File: config.mk
export PLATFORM = sky130hd
export DESIGN_NAME = arbiter_4ch_priority
export DESIGN_NICKNAME = d
export VERILOG_FILES = /design/src/rtl/arbiter_4ch_priority.sv
export SDC_FILE = /design/constraint.sdc
export NUM_CORES = 1
export LEC_CHECK = 0
export CORE_ASPECT_RATIO = 0.75
export CORE_MARGIN = 5
export CORE_UTILIZATION = 40
export DETAILED_ROUTE_END_ITERATION = 16
export GPL_TIMING_DRIVEN = 0
export PLACE_DENSITY = 0.72
export SKIP_LAST_GASP = 1
export SLEW_MARGIN = 0
export SYNTH_ARGS = -nofsm -noshare
export SYNTH_HDL_FRONTEND = slang
export SYNTH_SLANG_ARGS = --single-unit
File: constraint.sdc
create_clock -name clk -period 3.4 [get_ports clk]
set_clock_uncertainty 0.05 [all_clocks]
set_input_delay 0.51 -clock clk [delete_from_list [all_inputs] [get_ports clk]]
set_output_delay 0.51 -clock clk [all_outputs]
set_load 0.01 [all_outputs]
File: src/rtl/arbiter_4ch_priority.sv
//------------------------------------------------------------------------------
// arbiter_4ch_priority
//
// Purpose:
//   Four-requester arbiter with a registered one-hot grant. Arbitration happens
//   only from IDLE, so a new owner is chosen one clock after requests arrive.
//   An owner keeps the grant for as long as it holds its request. If another
//   requester is waiting, the owner is forced off after MAX_HOLD grant cycles,
//   and preempt pulses for one cycle. There is always at least one all-zero
//   grant cycle between two tenures.
//
// Configuration:
//   ARB_ROUND_ROBIN_EN - when defined, the most recent owner gets the lowest
//                        priority on the next arbitration. When undefined,
//                        fixed priority applies and req[3] always wins.
//
// Parameters:
//   MAX_HOLD   - grant cycles before a contended owner is preempted (2..255)
//
// Ports:
//   clk        - rising-edge clock
//   rst_n      - asynchronous active-low reset
//   req[3:0]   - level-held request vector
//   gnt[3:0]   - registered one-hot grant, zero when there is no owner
//   gnt_id[1:0]- registered index of the owner, zero when gnt_valid is low
//   gnt_valid  - registered, equal to |gnt
//   preempt    - registered one-cycle pulse on a timeout-forced release
//------------------------------------------------------------------------------
module arbiter_4ch_priority #(
  parameter int unsigned MAX_HOLD = 8
) (
  input  logic       clk,
  input  logic       rst_n,
  input  logic [3:0] req,
  output logic [3:0] gnt,
  output logic [1:0] gnt_id,
  output logic       gnt_valid,
  output logic       preempt
);

  typedef enum logic {
    IDLE = 1'b0,
    BUSY = 1'b1
  } state_t;

  localparam logic [7:0] MAX_HOLD_C = 8'(MAX_HOLD);

  state_t     state_q, state_d;
  logic [3:0] gnt_q, gnt_d;
  logic [1:0] gnt_id_q, gnt_id_d;
  logic       gnt_valid_q, gnt_valid_d;
  logic       preempt_q, preempt_d;
  logic [7:0] hold_cnt_q, hold_cnt_d;

  logic [1:0] win_id;
  logic       win_any;
  logic       others_req;

`ifdef ARB_ROUND_ROBIN_EN
  logic [1:0] last_id_q, last_id_d;
  logic [1:0] cand;

  // The search order is last_id-1, last_id-2, last_id-3, then last_id.
  // Walking from the lowest-priority slot up lets the last hit win.
  always_comb begin
    win_id = 2'd0;
    cand   = 2'd0;
    for (int k = 4; k >= 1; k--) begin
      cand = last_id_q - 2'(k);
      if (req[cand]) begin
        win_id = cand;
      end
    end
  end
`else
  // The highest asserted index wins. The upward walk lets req[3] overwrite
  // any lower bit.
  always_comb begin
    win_id = 2'd0;
    for (int i = 0; i < 4; i++) begin
      if (req[i]) begin
        win_id = 2'(i);
      end
    end
  end
`endif

  assign win_any    = |req;
  assign others_req = |(req & ~gnt_q);

  // Next-state and registered-output logic. Every path out of BUSY goes
  // through IDLE, which gives the mandatory empty grant cycle. A release
  // caused by the owner dropping its request is checked first, so it takes
  // precedence over a timeout in the same cycle.
  always_comb begin
    state_d     = state_q;
    gnt_d       = gnt_q;
    gnt_id_d    = gnt_id_q;
    gnt_valid_d = gnt_valid_q;
    preempt_d   = 1'b0;
    hold_cnt_d  = hold_cnt_q;
`ifdef ARB_ROUND_ROBIN_EN
    last_id_d   = last_id_q;
`endif

    case (state_q)
      IDLE: begin
        gnt_d       = 4'b0000;
        gnt_id_d    = 2'd0;
        gnt_valid_d = 1'b0;
        hold_cnt_d  = 8'd0;
        if (win_any) begin
          state_d     = BUSY;
          gnt_d       = 4'b0001 << win_id;
          gnt_id_d    = win_id;
          gnt_valid_d = 1'b1;
          hold_cnt_d  = 8'd1;
`ifdef ARB_ROUND_ROBIN_EN
          last_id_d   = win_id;
`endif
        end
      end

      BUSY: begin
        if (!req[gnt_id_q]) begin
          state_d     = IDLE;
          gnt_d       = 4'b0000;
          gnt_id_d    = 2'd0;
          gnt_valid_d = 1'b0;
          hold_cnt_d  = 8'd0;
        end else if ((hold_cnt_q == MAX_HOLD_C) && others_req) begin
          state_d     = IDLE;
          gnt_d       = 4'b0000;
          gnt_id_d    = 2'd0;
          gnt_valid_d = 1'b0;
          hold_cnt_d  = 8'd0;
          preempt_d   = 1'b1;
        end else if (hold_cnt_q != MAX_HOLD_C) begin
          hold_cnt_d  = hold_cnt_q + 8'd1;
        end
      end

      default: begin
        state_d = IDLE;
      end
    endcase
  end

  // State and output registers. Reset clears the grant right away, without
  // waiting for a clock edge.
  always_ff @(posedge clk or negedge rst_n) begin
    if (!rst_n) begin
      state_q     <= IDLE;
      gnt_q       <= 4'b0000;
      gnt_id_q    <= 2'd0;
      gnt_valid_q <= 1'b0;
      preempt_q   <= 1'b0;
      hold_cnt_q  <= 8'd0;
`ifdef ARB_ROUND_ROBIN_EN
      last_id_q   <= 2'd0;
`endif
    end else begin
      state_q     <= state_d;
      gnt_q       <= gnt_d;
      gnt_id_q    <= gnt_id_d;
      gnt_valid_q <= gnt_valid_d;
      preempt_q   <= preempt_d;
      hold_cnt_q  <= hold_cnt_d;
`ifdef ARB_ROUND_ROBIN_EN
      last_id_q   <= last_id_d;
`endif
    end
  end

  assign gnt       = gnt_q;
  assign gnt_id    = gnt_id_q;
  assign gnt_valid = gnt_valid_q;
  assign preempt   = preempt_q;

endmodule

Word level (Yosys, flattened, before mapping)

Index checks and enable logic that the tools add are counted.

Register bits: 17
Bits in latches: 0
Bits in writable memories: 0
ROM bits: 0
Bits of input ports: 6
Output and inout bits: 8
Logic and storage cells: 47
Memories: 0

Add/sub/neg operators: 1
Multiply operators: 0
Div/mod/pow operators: 0
Order comparisons: 1
Equality and inequality tests: 4
Shifts and indexed selects: 1
Multiplexer cells: 28
Bitwise operators: 3
Reductions and logical operators: 3

Operator list:

| operator                                           | number |
|---|---|
| 2-to-1 mux 8 bit                                   | 3 |
| case mux 8 bit (2 select lines)                    | 1 |
| 2-to-1 mux 4 bit                                   | 3 |
| 2-to-1 mux 1 bit                                   | 11 |
| 2-to-1 mux 2 bit                                   | 5 |
| adder 8 x 1 -> 8 bit, second input constant        | 1 |
| == test 8 x 4 -> 1 bit, second input constant      | 1 |
| != test 8 x 4 -> 1 bit, second input constant      | 1 |
| case mux 4 bit (2 select lines)                    | 1 |
| OR reduction 4 bit                                 | 2 |
| bitwise AND 4 bit                                  | 1 |
| != test 4 x 2 -> 1 bit, second input constant      | 1 |
| NOT 4 bit                                          | 1 |
| case mux 1 bit (2 select lines)                    | 2 |
| case mux 2 bit (2 select lines)                    | 1 |
| left shift 1 x 2 -> 4 bit, first input constant    | 1 |
| < comparator 2 x 3 -> 1 bit, second input constant | 1 |
| != test 3 x 2 -> 1 bit, second input constant      | 1 |
| binary-select mux 1 bit (select 2 bit)             | 1 |
| logical AND 1 bit                                  | 1 |
| NOT 1 bit                                          | 1 |

Depth between registers and ports, before layout

Depth in word-level cells: 7
Depth in mapped cells: 6
Gate-level depth less buffers: 6

Worst setup path after synthesis

Ideal clock, no wire load.

Kind: register to register
From: reg hold_cnt_q[0]
To: reg hold_cnt_q[1]
Setup time: 0.119 ns
Data arrival time: 1.737 ns
Path slack: 1.494 ns
Stages on the path, launching flop included: 7
Period minus slack after synthesis: 1.906 ns
Cell sequence: dfrtp_1 > inv_1 > ha_1 > or4b_4 > or3_4 > and2_4 > o21ba_1

Longest elaborated chain between the ends: 5
Elaborated cells between the ends (all ways): 9

RTL lines:

| item                                                                  | line     | text |
|---|---|---|
| start: declaration                                                    | 53       | `logic [7:0] hold_cnt_q, hold_cnt_d;` |
| start signal: assignment                                              | 168      | `hold_cnt_q <= hold_cnt_d;` |
| adder 8 x 1 -> 8 bit / == test 8 x 4 -> 1 bit (equally long branches) | 139, 131 |  |
| 2-to-1 mux 8 bit / logical AND 1 bit (equally long branches)          | 138, 131 |  |
| 2-to-1 mux 8 bit                                                      | 131      | `end else if ((hold_cnt_q == MAX_HOLD_C) && others_req) begin` |
| 2-to-1 mux 8 bit                                                      | 125      | `if (!req[gnt_id_q]) begin` |
| case mux 8 bit (2 select lines)                                       | 106      | `case (state_q)` |

Parallel ways exist; a longest one is shown, timed or not. The select of a mux whose other input is x is not followed.
A chain may end at the register's enable or synchronous reset.

Final worst setup path

From: reg hold_cnt_q[0]
To: reg hold_cnt_q[0]

The elaborated chain is that of the path after synthesis.

==> out/qor.yml <==
cts_root_buf: "clkbuf_4"
globalRouteMet3Util: 0.04773
yosysSeqAreaShare: 0.5037
power_density_nw_per_um2: 687.5
yosysWarnings: 0
tightest_slew_ps: 716.2
worstHoldPathType: "flop to flop"
synth_fp_nets: 86
die_area_um2: 3140
dp_hpwl_mm: 1.316
core_area_um2: 2014
avgSynthCellArea_um2: 10.83
die_width_um: 63.06
slowest_stage: "or4b_4"
p_leak_nw: 0.4668
cp_num_buf_inv: 1
cts.sinks: 17
grt_start_max_net_pins: 18
drive_above_1_share: 0.1053
ys_types: 30
clkPwrFrac: 0.145
max_freq_mhz: 492.6
route.detailed.drc: 0
cp_top_family: "simple AND/OR/NAND/NOR gates"
first_pass_iters: 5
antenna_left: 0
cp.required_ps: 3580
arrival_ps: 2210
ff2ff_path_depth: 6
port-buffer-count: 13
dr_total_vias: 637
layout.cells.non_filler: 119
cts_buffers: 3
fin_crit_sh: 0.5971
syn_inst: 78
p_int_uw: 458.0
postCtsHoldBufs: 0
n_antenna_cell: 0
routedWlPerCell_um: 14.21
cts.clk_slew.worst_paths_ps: 90
use_met2: 0.1792
cpPeakStageDelay_ps: 470
rsz0062_at_grt: "no"
slew_headroom: 0.5211
power.total_uw: 709.7
whs_path_depth: 1
holdPathEnd: "gnt_valid"
start_util: 0.4193
synthAdderAreaFrac: 0.02963
final_core_util: 0.5124
drt_first_iter_violations: 10
synthSimpleGateAreaFrac: 0.2237
dieHeight_um: 49.80
std_cell_rows: 14
ys_ff_latch: 17
setup_violations: 0
overflow: 0
layout_commonest_cell: "dfrtp_1"
critPathCaptureType: "flop"
tns_ps: 0
ctsResizeCount: 0
r2r_setup_slack_ps: 1370
place_congestion: 0.7802
crit_chain: "inv_1, ha_1, or4b_4, or3_4, nor4_1, or3_1"
routed_wl_mm: 1.691
synth_top_family_by_area: "simple AND/OR/NAND/NOR gates"
grt_pass1_wl_mm: 2.980
netlist_area_um2: 844.6
most-common-layout-cells: "dfrtp_1, clkdlybuf4s50_1, nor2_1, nand2b_1, inv_1"
clk_latency_ps: 290
max-vdd-ir-drop_mv: 0.4898
dp.cells: 115
h-tree-depth: 1
path_max_fanout: 4
via_per_inst: 5.353
cts_tree: "yes"
status: "complete, no violations"
swShare: 0.3547
antenna_found_initial: 0
r2r-end: "hold_cnt_q[0]"
syn2layout_area_growth_pct: 22.22
synth_compound_area_frac: 0.1452
cap_violations: 0
power_frac_comb: 0.427
switchingPower_uw: 251.7
worstHoldStart: "gnt_valid"
busiest_layer: "met2"
finalHoldViolCount: 0
first_global_vias: 593
seqPwrFrac: 0.428
post-route-min-period_ps: 2030
cts_buffer_depth: 2
io_pins: 14
report.final.slew_viol_count: 0
cts_setup_buffers: 0
worst-setup-path-type: "flop to flop"
r2r-start: "hold_cnt_q[0]"
track_usage: 0.1214
synth_xor_xnor_area_share: 0.05185
use_met1: 0.1652
fin_nets: 104
critPathLaunchType: "flop"
synth.area.mux_share: 0.02370
-- layer usage --
layer,share of wire,up-vias
li1,-,314
met1,0.46,309
met2,0.48,14
met3,0.052,0
met4,0,0
met5,0,-
-- power groups by stage --
| stage | logic (mW) | registers (mW) | clock network (mW) |
|---|---|---|---|
| after floorplan | 0.178 | 0.310 | 0 |
| after global placement | 0.298 | 0.303 | 0 |
| after detailed placement | 0.306 | 0.306 | 0 |
| after CTS | 0.308 | 0.303 | 0.106 |
| after global routing | 0.337 | 0.313 | 0.113 |
| final | 0.303 | 0.304 | 0.103 |
-- Yosys cell counts, drive strengths merged --
library cell / count / area share
or3: 2 / 0.021
xor2: 4 / 0.041
nand3: 4 / 0.024
nand2b: 7 / 0.052
a21oi: 3 / 0.022
nor4: 1 / 0.0074
ha: 2 / 0.030
dfrtp: 17 / 0.50
nor3: 3 / 0.024
xnor2: 1 / 0.010
and3: 2 / 0.016
or4b: 1 / 0.016
a32o: 3 / 0.036
nand2: 2 / 0.0089
o21ai: 1 / 0.0059
and2: 1 / 0.010
o2bb2ai: 1 / 0.010
inv: 5 / 0.022
a21o: 2 / 0.018
a22o: 2 / 0.021
o22a: 1 / 0.010
o2111ai: 1 / 0.010
nor2: 8 / 0.036
mux2i: 2 / 0.024
nand3b: 1 / 0.0089
o21ba: 1 / 0.012
-- logic make-up after synthesis --
| family | Yosys count |
|---|---|
| mux | 2 |
| buf+inv | 5 |
| xor+xnor | 5 |
| fa+ha+maj | 2 |
| simple gates | 32 |
| flops | 17 |
| compound gates | 15 |
-- final cells by class --
type,instances,area [um2]
inverters,5,18.77
flip-flops and latches,17,425.4
multi-input cells,56,400.4
clock inverters,1,5.005
clock buffers,3,22.52
repair buffers,13,130.1
fillers,177,982.2
well taps,24,30.03
-- per-stage QoR --
stage	area, um2	setup slack [ps]	hold slack (ps)
global placement	1005	1222	412.8
floorplan	844.6	1494	164.4
detailed placement	1005	1228	421.7
CTS	1032	1371	457.8
finish	1032	1370	452.9
global route	1032	1264	486.0
-- state kept, by name, summed over array words and instances, names as in the netlist --
name	flops
gnt	4
gnt_id	2
gnt_valid	1
hold_cnt_q	8
preempt	1
state_q	1
-- how the worst max path moves through the flow --
| stage | startpoint | endpoint | slack [ps] | depth (start not counted) |
|---|---|---|---|---|
| detailed placement | req[3] | hold_cnt_q[0] | 1230 | 5 |
| global placement | req[3] | hold_cnt_q[0] | 1220 | 5 |
| CTS | hold_cnt_q[0] | gnt_id[0] | 1370 | 6 |
| global route | hold_cnt_q[0] | gnt_id[0] | 1260 | 6 |
| finish | hold_cnt_q[0] | hold_cnt_q[0] | 1370 | 6 |
| floorplan | hold_cnt_q[0] | hold_cnt_q[1] | 1490 | 6 |
Note: power is estimated with default switching activity, not from simulation.
